[src/rtl/id_ex_pkg.sv]
// id_ex_pkg
//   Shared types and default widths for the ID/EX pipeline register.
//   - Default width localparams for the RV64 pipeline.
//   - ctrl_t    : decoded control bundle, MSB first {mem_to_reg .. alu_op}.
//   - payload_t : full ID->EX payload at default widths; the bit order matches
//                 the concatenation used inside id_ex_pipe_reg.
//   - skid_state_t : EMPTY / ONE / FULL occupancy of the skid buffer.
package id_ex_pkg;

    localparam int XLEN_DEF       = 64;
    localparam int REG_ADDR_W_DEF = 5;
    localparam int FUNCT_W_DEF    = 4;
    localparam int ALUOP_W_DEF    = 2;
    localparam int CNT_W_DEF      = 32;

    typedef struct packed {
        logic                   mem_to_reg;
        logic                   reg_write;
        logic                   branch;
        logic                   mem_write;
        logic                   mem_read;
        logic                   alu_src;
        logic [ALUOP_W_DEF-1:0] alu_op;
    } ctrl_t;

    typedef struct packed {
        logic [XLEN_DEF-1:0]       pc;
        logic [XLEN_DEF-1:0]       rs1_data;
        logic [XLEN_DEF-1:0]       rs2_data;
        logic [XLEN_DEF-1:0]       imm;
        logic [FUNCT_W_DEF-1:0]    funct;
        logic [REG_ADDR_W_DEF-1:0] rd;
        logic [REG_ADDR_W_DEF-1:0] rs1;
        logic [REG_ADDR_W_DEF-1:0] rs2;
        ctrl_t                     ctrl;
    } payload_t;

    localparam int PAYLOAD_W_DEF = $bits(payload_t);

    typedef enum logic [1:0] {
        ST_EMPTY = 2'd0,
        ST_ONE   = 2'd1,
        ST_FULL  = 2'd2
    } skid_state_t;

endpackage

[src/rtl/pipe_skid_buf.sv]
// pipe_skid_buf
//   Generic 2-entry skid buffer: main entry M drives the output, skid entry S
//   catches the one payload that arrives while the consumer stalls.
//   Ports:
//     clk, reset (sync, active-high), flush (sync kill of all entries)
//     in_valid / in_ready / in_data    : producer side
//     out_valid / out_ready / out_data : consumer side (out_data = M)
//     state                            : current occupancy, for debug/checkers
//
//   Handshake: a transfer happens on a rising edge where valid && ready are
//   both high on that interface. in_ready is a flop computed from the next
//   state, so it never depends combinationally on out_ready. Once in_valid is
//   raised the producer is expected to hold its payload until accepted.
module pipe_skid_buf
    import id_ex_pkg::*;
#(
    parameter int DATA_W = 8
) (
    input  logic              clk,
    input  logic              reset,
    input  logic              flush,
    input  logic              in_valid,
    output logic              in_ready,
    input  logic [DATA_W-1:0] in_data,
    output logic              out_valid,
    input  logic              out_ready,
    output logic [DATA_W-1:0] out_data,
    output skid_state_t       state
);

    skid_state_t       state_nxt;
    logic [DATA_W-1:0] m_data, m_nxt;
    logic [DATA_W-1:0] s_data, s_nxt;
    logic              accept, drain;

    assign out_valid = (state != ST_EMPTY);
    assign out_data  = m_data;
    assign accept    = in_valid && in_ready;
    assign drain     = out_valid && out_ready;

    // Reset and flush both return to an empty, zeroed buffer; an accept in
    // the same cycle is dropped, a drain has already been seen by the consumer.
    always_ff @(posedge clk) begin
        if (reset || flush) begin
            state    <= ST_EMPTY;
            m_data   <= '0;
            s_data   <= '0;
            in_ready <= 1'b1;
        end else begin
            state    <= state_nxt;
            m_data   <= m_nxt;
            s_data   <= s_nxt;
            in_ready <= (state_nxt != ST_FULL);
        end
    end

    always_comb begin
        state_nxt = state;
        m_nxt     = m_data;
        s_nxt     = s_data;
        case (state)
            ST_EMPTY: begin
                if (accept) begin
                    state_nxt = ST_ONE;
                    m_nxt     = in_data;
                end
            end
            ST_ONE: begin
                if (accept && drain) begin
                    m_nxt = in_data;
                end else if (accept) begin
                    state_nxt = ST_FULL;
                    s_nxt     = in_data;
                end else if (drain) begin
                    state_nxt = ST_EMPTY;
                    m_nxt     = '0;
                end
            end
            ST_FULL: begin
                // in_ready is low here, so only a drain can move the state.
                if (drain) begin
                    state_nxt = ST_ONE;
                    m_nxt     = s_data;
                    s_nxt     = '0;
                end
            end
            default: begin
                state_nxt = ST_EMPTY;
                m_nxt     = '0;
                s_nxt     = '0;
            end
        endcase
    end

endmodule

[src/rtl/id_ex_pipe_reg.sv]
// id_ex_pipe_reg
//   ID/EX pipeline register with valid/ready handshake and a 2-entry skid
//   buffer. Payload is carried unmodified; while out_valid is low every out_*
//   field (including out_ctrl) is forced to zero so EX sees a clean bubble.
//   Ports:
//     clk, reset (sync, active-high), flush
//     in_valid, in_ready, in_pc, in_rs1_data, in_rs2_data, in_imm, in_funct,
//     in_rd, in_rs1, in_rs2, in_ctrl                     : from ID
//     out_valid, out_ready, out_* (same fields)          : to EX
//     stall_cnt, bubble_cnt, flush_cnt                   : only with
//                                      ID_EX_PERF_CNT_EN defined
//     dbg_state                                          : skid buffer state
//   Optional feature macro: ID_EX_PERF_CNT_EN (saturating performance counters).
module id_ex_pipe_reg
    import id_ex_pkg::*;
#(
    parameter int XLEN       = XLEN_DEF,
    parameter int REG_ADDR_W = REG_ADDR_W_DEF,
    parameter int FUNCT_W    = FUNCT_W_DEF,
    parameter int ALUOP_W    = ALUOP_W_DEF
`ifdef ID_EX_PERF_CNT_EN
    ,
    parameter int CNT_W      = CNT_W_DEF
`endif
) (
    input  logic                  clk,
    input  logic                  reset,
    input  logic                  flush,
    input  logic                  in_valid,
    output logic                  in_ready,
    input  logic [XLEN-1:0]       in_pc,
    input  logic [XLEN-1:0]       in_rs1_data,
    input  logic [XLEN-1:0]       in_rs2_data,
    input  logic [XLEN-1:0]       in_imm,
    input  logic [FUNCT_W-1:0]    in_funct,
    input  logic [REG_ADDR_W-1:0] in_rd,
    input  logic [REG_ADDR_W-1:0] in_rs1,
    input  logic [REG_ADDR_W-1:0] in_rs2,
    input  logic [6+ALUOP_W-1:0]  in_ctrl,
    output logic                  out_valid,
    input  logic                  out_ready,
    output logic [XLEN-1:0]       out_pc,
    output logic [XLEN-1:0]       out_rs1_data,
    output logic [XLEN-1:0]       out_rs2_data,
    output logic [XLEN-1:0]       out_imm,
    output logic [FUNCT_W-1:0]    out_funct,
    output logic [REG_ADDR_W-1:0] out_rd,
    output logic [REG_ADDR_W-1:0] out_rs1,
    output logic [REG_ADDR_W-1:0] out_rs2,
    output logic [6+ALUOP_W-1:0]  out_ctrl,
`ifdef ID_EX_PERF_CNT_EN
    output logic [CNT_W-1:0]      stall_cnt,
    output logic [CNT_W-1:0]      bubble_cnt,
    output logic [CNT_W-1:0]      flush_cnt,
`endif
    output skid_state_t           dbg_state
);

    localparam int DATA_W = 4*XLEN + FUNCT_W + 3*REG_ADDR_W + 6 + ALUOP_W;

    logic [DATA_W-1:0] in_bus, buf_bus, out_bus;
    logic              buf_valid;

    assign in_bus = {in_pc, in_rs1_data, in_rs2_data, in_imm, in_funct,
                     in_rd, in_rs1, in_rs2, in_ctrl};

    pipe_skid_buf #(.DATA_W(DATA_W)) u_skid (
        .clk       (clk),
        .reset     (reset),
        .flush     (flush),
        .in_valid  (in_valid),
        .in_ready  (in_ready),
        .in_data   (in_bus),
        .out_valid (buf_valid),
        .out_ready (out_ready),
        .out_data  (buf_bus),
        .state     (dbg_state)
    );

    // Bubble gating: the buffer already zeroes M when it empties, but gating
    // here guarantees control bits can never leak while the output is invalid.
    assign out_valid = buf_valid;
    assign out_bus   = buf_valid ? buf_bus : '0;
    assign {out_pc, out_rs1_data, out_rs2_data, out_imm, out_funct,
            out_rd, out_rs1, out_rs2, out_ctrl} = out_bus;

`ifdef ID_EX_PERF_CNT_EN
    // Saturating counters; only reset clears them, flush does not.
    always_ff @(posedge clk) begin
        if (reset) begin
            stall_cnt  <= '0;
            bubble_cnt <= '0;
            flush_cnt  <= '0;
        end else begin
            if (buf_valid && !out_ready && (stall_cnt != '1))
                stall_cnt <= stall_cnt + 1'b1;
            if (!buf_valid && (bubble_cnt != '1))
                bubble_cnt <= bubble_cnt + 1'b1;
            if (flush && (flush_cnt != '1))
                flush_cnt <= flush_cnt + 1'b1;
        end
    end
`endif

endmodule

[config.mk]
export PLATFORM = sky130hd
export DESIGN_NAME = id_ex_pipe_reg
export DESIGN_NICKNAME = d
export VERILOG_FILES = /design/src/rtl/id_ex_pkg.sv /design/src/rtl/pipe_skid_buf.sv /design/src/rtl/id_ex_pipe_reg.sv
export SDC_FILE = /design/constraint.sdc
export NUM_CORES = 1
export LEC_CHECK = 0
export BUFFER_PORTS_ARGS = -buffer_cell sky130_fd_sc_hd__clkbuf_2
export CORE_ASPECT_RATIO = 0.8
export CORE_MARGIN = 2
export CORE_UTILIZATION = 30
export CTS_CLUSTER_SIZE = 10
export DETAILED_ROUTE_END_ITERATION = 16
export GPL_ROUTABILITY_DRIVEN = 0
export PLACE_DENSITY = 0.47
export RECOVER_POWER = 100
export SLEW_MARGIN = 20
export SYNTH_ARGS = -nofsm -noshare
export SYNTH_HDL_FRONTEND = slang
export SYNTH_HIERARCHICAL = 1
export SYNTH_SLANG_ARGS = --single-unit
[constraint.sdc]
create_clock -name clk -period 2.4 [get_ports clk]
set_input_delay 0.12 -clock clk [delete_from_list [all_inputs] [get_ports clk]]
set_output_delay 0.12 -clock clk [all_outputs]
set_load 0.02 [all_outputs]
=== After elaboration in Yosys (flattened, before gate mapping) ===
Cells that the tools add are included.

* Bits in registers: 569
* Input bits: 288
* Output and inout port bits: 287
* Logic and storage cells: 37

* Eq/ne operators: 9
* Multiplexer cells: 15
* Bitwise gates (word level): 1
* Reductions and logical operators: 8

{| class="wikitable"
|+ Operators by type and width
! cell !! count
|-
| two-way mux 283 bit || 7
|-
| one-hot mux 283 bit (3 select lines) || 2
|-
| two-way mux 2 bit || 5
|-
| AND reduction 4 bit || 2
|-
| inequality test 2 x 1 -> 1 bit, second input constant || 3
|-
| one-hot mux 2 bit (3 select lines) || 1
|-
| inequality test 2 bit, second input constant || 2
|-
| logical AND 1 bit || 3
|-
| inequality test 3 x 1 -> 1 bit, second input constant || 1
|-
| inequality test 3 bit, second input constant || 1
|-
| == test 2 x 1 -> 1 bit, second input constant || 1
|-
| == test 2 bit, second input constant || 1
|-
| logical NOT 2 bit || 1
|-
| nonzero test 2 bit || 1
|-
| logical OR 1 bit || 1
|-
| inverter 1 bit || 1
|}

=== Logic depth before layout (Yosys ltp) ===
Gate-level depths: netlist of run 1.

* Depth after elaboration: 7
* Gate-level depth with buffers: 8
* Depth with buffers taken out: 4

=== Hierarchy ===
The synthesis of run 1 kept the hierarchy.

{| class="wikitable"
|+ Modules (own cells, without submodules)
! module !! instances !! cells an instance !! area an instance (µm²) !! seq. area each (µm²)
|-
| pipe_skid_buf || 1 || 2857 || 27279.9 || 11390.9
|-
| id_ex_pipe_reg || 1 || 314 || 1929.4 || 0.0
|}

=== Worst setup path before layout of run 1 ===
Ideal clock, no wire load.

* Kind: flip-flop to flip-flop
* From: register u_skid.state[1]
* To: register u_skid.m_data[188], in the netlist u_skid/out_data[188]
* Setup time: 0.128 ns
* Arrival: 1.537 ns
* Data required time: 2.272 ns
* Path slack: 0.736 ns
* Stages on the path, launching flop included: 8
* Path buffers: 3
* Clock period less this slack: 1.664 ns
* Cells stage by stage: dfxtp_1 > buf_4 > buf_4 > clkbuf_4 > mux2i_1 > o2bb2ai_1 > a22oi_1 > nor2_1

* Longest elaborated chain between the ends: 5
* Elaborated cells between the ends (all ways): 13
* Those cells by class: eq/ne: 6; mux: 2; reduce/logical: 5

{| class="wikitable"
|+ Ends and longest elaborated chain
! element !! RTL line !! source
|-
| start, declared || pipe_skid_buf.sv:28 || <nowiki>output skid_state_t state</nowiki>
|-
| start signal, assigned || pipe_skid_buf.sv:50 || <nowiki>state <= state_nxt;</nowiki>
|-
| nonzero test 2 bit || pipe_skid_buf.sv:36 || <nowiki>assign out_valid = (state != ST_EMPTY);</nowiki>
|-
| logical AND 1 bit || pipe_skid_buf.sv:39 || <nowiki>assign drain = out_valid && out_ready;</nowiki>
|-
| logical AND 1 bit || pipe_skid_buf.sv:69 || <nowiki>if (accept && drain) begin</nowiki>
|-
| inequality test 3 bit (no line) (tied with other cells) || n/a ||
|-
| AND reduction 4 bit (no line) or one-hot mux 283 bit (3 select lines) (tied branches) || n/a ||
|-
| end signal, assigned || pipe_skid_buf.sv:51 || <nowiki>m_data <= m_nxt;</nowiki>
|-
| end, declared || pipe_skid_buf.sv:32 || <nowiki>logic [DATA_W-1:0] m_data, m_nxt;</nowiki>
|}

Parallel ways exist; a longest one is shown, timed or not.
A chain may end at the register's enable or synchronous reset.

=== Worst setup path after layout of run 1 ===
* From: register u_skid.state[0]
* To: output port out_imm[49]

* Longest elaborated chain between the ends: 2

{| class="wikitable"
|+ Ends and longest elaborated chain
! element !! RTL line !! source
|-
| nonzero test 2 bit || pipe_skid_buf.sv:36 ||
|-
| two-way mux 283 bit || id_ex_pipe_reg.sv:83 || <nowiki>assign out_bus = buf_valid ? buf_bus : '0;</nowiki>
|-
| end, declared || id_ex_pipe_reg.sv:45 || <nowiki>output logic [XLEN-1:0] out_imm,</nowiki>
|}

Every way passes these cells.

==> results.json, run 1 <==
{
  "grt_use_total_pct": 19.07,
  "slew-limit-headroom_pct": 26.70,
  "cts_sinks": 569,
  "drive_gt1_share_pct": 19.73,
  "grt_max_degree": 163,
  "cts_buffer_depth": 3,
  "synth_area_leader_cell": "dfxtp_1",
  "cts_max_level": 3,
  "dieHeight_um": 283.1,
  "start_util_pct": 30.23,
  "rows": 102,
  "io_pins": 575,
  "utilization_pct": 39.44,
  "synthCells": 3171,
  "core_um2": 96610,
  "worstSetupPathType": "reg -> out",
  "grt_pass1_wl_um": 153100,
  "ys_types": 28,
  "yosysTopAreaCellShare_pct": 39.00,
  "ys_top_cells_by_area": "dfxtp_1 (39%), mux2i_1 (19%), and2_1 (12%), o2bb2ai_1 (8.5%), nor2_1 (7.3%)",
  "via_per_inst": 4.872,
  "syn_nets": 3459,
  "io_buffers": 574,
  "antenna_left": 0,
  "fin_crit_sh_pct": 95.79,
  "critical_path.slowest_cell": "dfxtp_4",
  "fin_setup_tns_ns": 0,
  "worst_pin_slew_ns": 1.100,
  "required_ns": 2.28,
  "synth_warnings": 6,
  "hold_viol": 0,
  "avgSynthCellArea_um2": 9.211,
  "synth_edf_count": 0,
  "start_kind": "flip-flop",
  "vias": 25370,
  "die_width_um": 352.9,
  "path_max_fanout": 125,
  "slew_viol_final": 0,
  "skew_ns": 0.02054,
  "min_path_type": "in -> reg",
  "antenna_found_initial": 10,
  "min_period_ns": 2.299,
  "ys_seq_area_share_pct": 39.00,
  "power.density_nw_per_um2": 600.5,
  "max_stage_delay_ns": 0.44,
  "drcViolationCount": 0,
  "drtIter0Drc": 1366,
  "layout_commonest_cell": "clkbuf_2",
  "routed_wl_um": 98880,
  "synth_seq_cells": 569,
  "endpoint_kind": "primary output",
  "cp.arrival_ns": 2.18,
  "nNetsFinal": 4164,
  "clk_latency_ns": 0.61,
  "wl_per_cell_um": 18.99,
  "ys_async_sr_fraction_pct": 0,
  "cts_buffers": 70,
  "overflow": 0,
  "synth_flop_cell": "dfxtp_1",
  "dpl.hpwl_um": 61510,
  "status": "finished clean",
  "first_pass_iters": 5,
  "cts_tree": "built",
  "crit_chain": "or2_4 -> buf_16 -> and2_1 -> clkbuf_2",
  "drv_cap": 0,
  "final_cell_mix": "clkbuf_2 (574), nor2_1 (569), mux2i_1 (568)",
  "syn_to_final_growth_pct": 30.46,
  "syn-cell-area_um2": 29210,
  "power_mw": 22.88,
  "crit_family": "buffers and inverters",
  "multi_input_area_um2": 16190,
  "setup_violations": 0,
  "final-seq-area_um2": 11400,
  "grt_pass1_vias": 25370,
  "timing.fmax_mhz": 435.0,
  "clk_pin_slew_ns": 0.05,
  "rsz0062_at_grt": "yes",
  "irDropWorstVdd_v": 0.0004319,
  "root_buffer": "clkbuf_16",
  "crit_buf_inv": 2,
  "p_leak_nw": 14.41,
  "design.die.area_um2": 99890,
  "nFillCells": 9827
}
[final cells by class]
cell class / count / area share [%]
multi-input cells: 2286 / 42.50
diodes: 4 / 0.02627
clock buffers: 90 / 4.955
flip-flops and latches: 569 / 29.91
clock inverters: 9 / 0.2692
well taps: 1300 / 4.269
repair buffers: 949 / 18.07
[logic make-up after synthesis]
logic type	share of synthesized area (%)
buf+inv	5.530
flops	39.00
simple gates	19.71
compound gates	16.29
mux	19.46
[registers in the layout, summed over array words and instances (netlist names)]
name             cells
u_skid/state         2
u_skid/s_data      283
u_skid/out_data    283
u_skid/in_ready      1
[report_power, final]
part / internal, mW / switching [mW] / total, mW
Combinational: 1.44 / 1.91 / 3.35
Sequential: 9.66 / 0.123 / 9.78
Clock: 5.58 / 4.16 / 9.75
Total: 16.7 / 6.20 / 22.9
[stage by stage]
stage                     setup WS (ns)  cell area [um^2]  instances  hold WS (ns)
after floorplan                  0.7356             29210       3171        0.3476
after global placement           0.4915             33410       4819        0.4608
after detailed placement         0.4814             33410       4819        0.4533
after CTS                       0.02623             38260       5203        0.1597
after global routing           -0.03469             38100       5205        0.2096
final                            0.1010             38110       5207        0.1907
[tightest hold or removal path, cell delays in order]
cell      delay [ns]
clkbuf_2        0.08
or2_4           0.44
nor2_1          0.09
[metal layers]
metal	GRT usage (%)	share of wire, %	vias to the layer above
met5	0	0.095	-
met4	5.769	2.7	14
met3	3.034	3.8	159
met2	30.99	46	523
met1	25.90	47	12140
li1	-	-	12530
[final timing paths]
path,from,end,slack [ns],depth (start not counted)
min reg2reg,u_skid/s_data[188],u_skid/s_data[188],0.49,2
max,u_skid/state[0],out_imm[49],0.10,4
min,flush,u_skid/out_data[219],0.19,3
max reg2reg,u_skid/in_ready,u_skid/s_data[246],0.14,6
[cell usage after synthesis (2+ instances only)]
cell,instances
clkbuf_1,132
buf_2,79
clkbuf_2,27
dfxtp_1,569
o2bb2ai_1,283
mux2i_1,568
clkbuf_4,11
nor2b_1,2
nor2_1,569
a22oi_1,263
nand3b_1,3
and2_1,566
a22oi_2,20
buf_6,2
buf_4,64
[repair_timing]
action                                  in CTS  in global routing
pin swaps                                    0                  1
endpoints found under the setup margin      25                 16
setup buffers                                0                  0
hold endpoints to repair                   569                  0
hold buffers                               285                  0
gates resized for setup                      2                  6
Note: power is estimated with default switching activity, not from simulation.
==> run 2, diff against run 1 <==
--- a/config.mk
+++ b/config.mk
@@ -7,8 +7,8 @@
 export LEC_CHECK = 0
 export BUFFER_PORTS_ARGS = -buffer_cell sky130_fd_sc_hd__clkbuf_2
 export CORE_ASPECT_RATIO = 0.8
-export CORE_MARGIN = 2
 export CORE_UTILIZATION = 30
+export CTS_BUF_LIST = sky130_fd_sc_hd__clkbuf_4
 export CTS_CLUSTER_SIZE = 10
 export DETAILED_ROUTE_END_ITERATION = 16
 export GPL_ROUTABILITY_DRIVEN = 0
==> run 2 against run 1 <==
Against the previous run:
- the flow now finishes with violations (setup timing)
- register-to-register slack lost 0.30 ns
- final cell count is 9.5% higher
- critical path depth is 2 higher
- design area up 12%
- first-iteration DRC count up 5.6%
- sequential share of layout area decreased by 3.1 points
- via count up 9.5%
- core utilization grew 5.0 points
- sequential cell count unchanged
- critical path type unchanged
- critical endpoint is now out_rs1_data[12]
- highest routed layer unchanged
==> results.json, run 2 (same netlist as run 1, synthesis figures left out) <==
{
  "via_per_inst": 4.871,
  "cp.arrival_ns": 2.45,
  "grt_pass1_wl_um": 162600,
  "endpoint_kind": "primary output",
  "slew-limit-headroom_pct": 12.98,
  "hold_ws_ns": 0.1539,
  "dp_slack_ns": 0.4847,
  "clk_pin_slew_ns": 0.06,
  "dieHeight_um": 281.1,
  "skew_ns": 0.07013,
  "drcViolationCount": 0,
  "min_period_ns": 2.567,
  "worst_slack_ns": -0.1675,
  "rows": 101,
  "violations": "setup timing",
  "vias": 27780,
  "power.density_nw_per_um2": 540.5,
  "drtIter0Drc": 1443,
  "layout_commonest_cell": "dlygate4sd3_1",
  "fin_crit_sh_pct": 107.0,
  "p_leak_nw": 16.40,
  "place_inst": 4787,
  "power_mw": 22.98,
  "hold_depth": 6,
  "nNetsFinal": 4586,
  "start_util_pct": 30.53,
  "dpl.hpwl_um": 60420,
  "io_pins": 575,
  "io_buffers": 574,
  "slew_viol_final": 0,
  "worst_pin_slew_ns": 1.305,
  "antenna_left": 0,
  "cts_buffer_depth": 3,
  "cts_tree": "built",
  "cts_max_level": 4,
  "irDropWorstVdd_v": 0.0003712,
  "fin_cells": 5703,
  "routed_wl_um": 109000,
  "timing.fmax_mhz": 389.5,
  "cts_buffers": 162,
  "path_max_fanout": 8,
  "grt_max_degree": 185,
  "design.die.area_um2": 98620,
  "drive_gt1_share_pct": 23.39,
  "cts_sinks": 569,
  "nFillCells": 9435,
  "grt_use_total_pct": 20.94,
  "wl_per_cell_um": 19.11,
  "rr_worst_depth": 7,
  "syn_to_final_growth_pct": 45.56,
  "worstSetupPathType": "reg -> out",
  "die_width_um": 350.9,
  "overflow": 0,
  "first_pass_iters": 5,
  "status": "finished with violations",
  "hold_viol": 0,
  "antenna_found_initial": 15,
  "start_kind": "flip-flop",
  "final_cell_mix": "dlygate4sd3_1 (605), nor2_1 (569), mux2i_1 (568)",
  "grt_pass1_vias": 27860,
  "placed_area_um2": 33160,
  "root_buffer": "clkbuf_4",
  "min_path_type": "in -> reg",
  "drv_cap": 0,
  "required_ns": 2.28,
  "fin_area_um2": 42520,
  "rsz0062_at_grt": "yes",
  "core_um2": 95660,
  "clk_latency_ns": 1.05,
  "setup_violations": 284
}
[run 2: area by class of cell]
type	count	area, um^2	share of cell area (%)
Tap cell	1287	1610	3.788
Clock inverter	30	217.7	0.5121
Multi-Input combinational cell	2286	16410	38.59
Antenna cell	16	40.04	0.09417
Timing Repair Buffer	1279	11070	26.04
Sequential cell	569	11400	26.81
Clock buffer	236	1772	4.167
[run 2: worst paths after layout]
check | to | from | slack (ns)
hold reg to reg | u_skid/s_data[189] | u_skid/s_data[189] | 0.49
setup reg to reg | u_skid/s_data[228] | u_skid/state[0] | -0.16
setup / recovery | out_rs1_data[12] | u_skid/state[0] | -0.17
hold / removal | u_skid/out_data[275] | in_pc[56] | 0.15
[run 2: layer usage]
layer / vias to the layer above / routed length (um) / GRT usage [%]
met3: 169 / 5226 / 4.434
li1: 13520 / - / -
met4: 10 / 2242 / 6.640
met1: 13370 / 50550 / 27.51
met5: - / 57 / 0
met2: 716 / 50930 / 34.02
[run 2: stage by stage]
| step | util, % | TNS (ns) |
|---|---|---|
| global route | 44.43 | -84.09 |
| detailed placement | 34.67 | 0 |
| CTS | 43.91 | -76.62 |
| floorplan | - | 0 |
| global placement | 34.67 | 0 |
| finish | 44.44 | -23.13 |
[run 2: worst max-delay path: stages (launching register included)]
cell and delay (ns):
dfxtp_4 0.36, or2_4 0.29, buf_12 0.15, buf_16 0.16
clkbuf_16 0.19, and2_4 0.15, buf_6 0.12
[run 2: where the power goes]
group / internal [mW] / switching (mW) / total [mW]
clock: 4.78 / 4.41 / 9.19
combinational: 1.91 / 2.10 / 4.01
sequential: 9.65 / 0.131 / 9.79
total: 16.3 / 6.64 / 23.0
[run 2: repair_timing]
item | 4_1_cts | 5_1_grt
resized for setup | 118 | 220
hold endpoints to repair | 569 | 0
gates cloned | 11 | 9
setup buffers | 10 | 0
endpoints found under the setup margin | 286 | 288
hold buffers | 606 | 0
pin swaps | 2 | 1
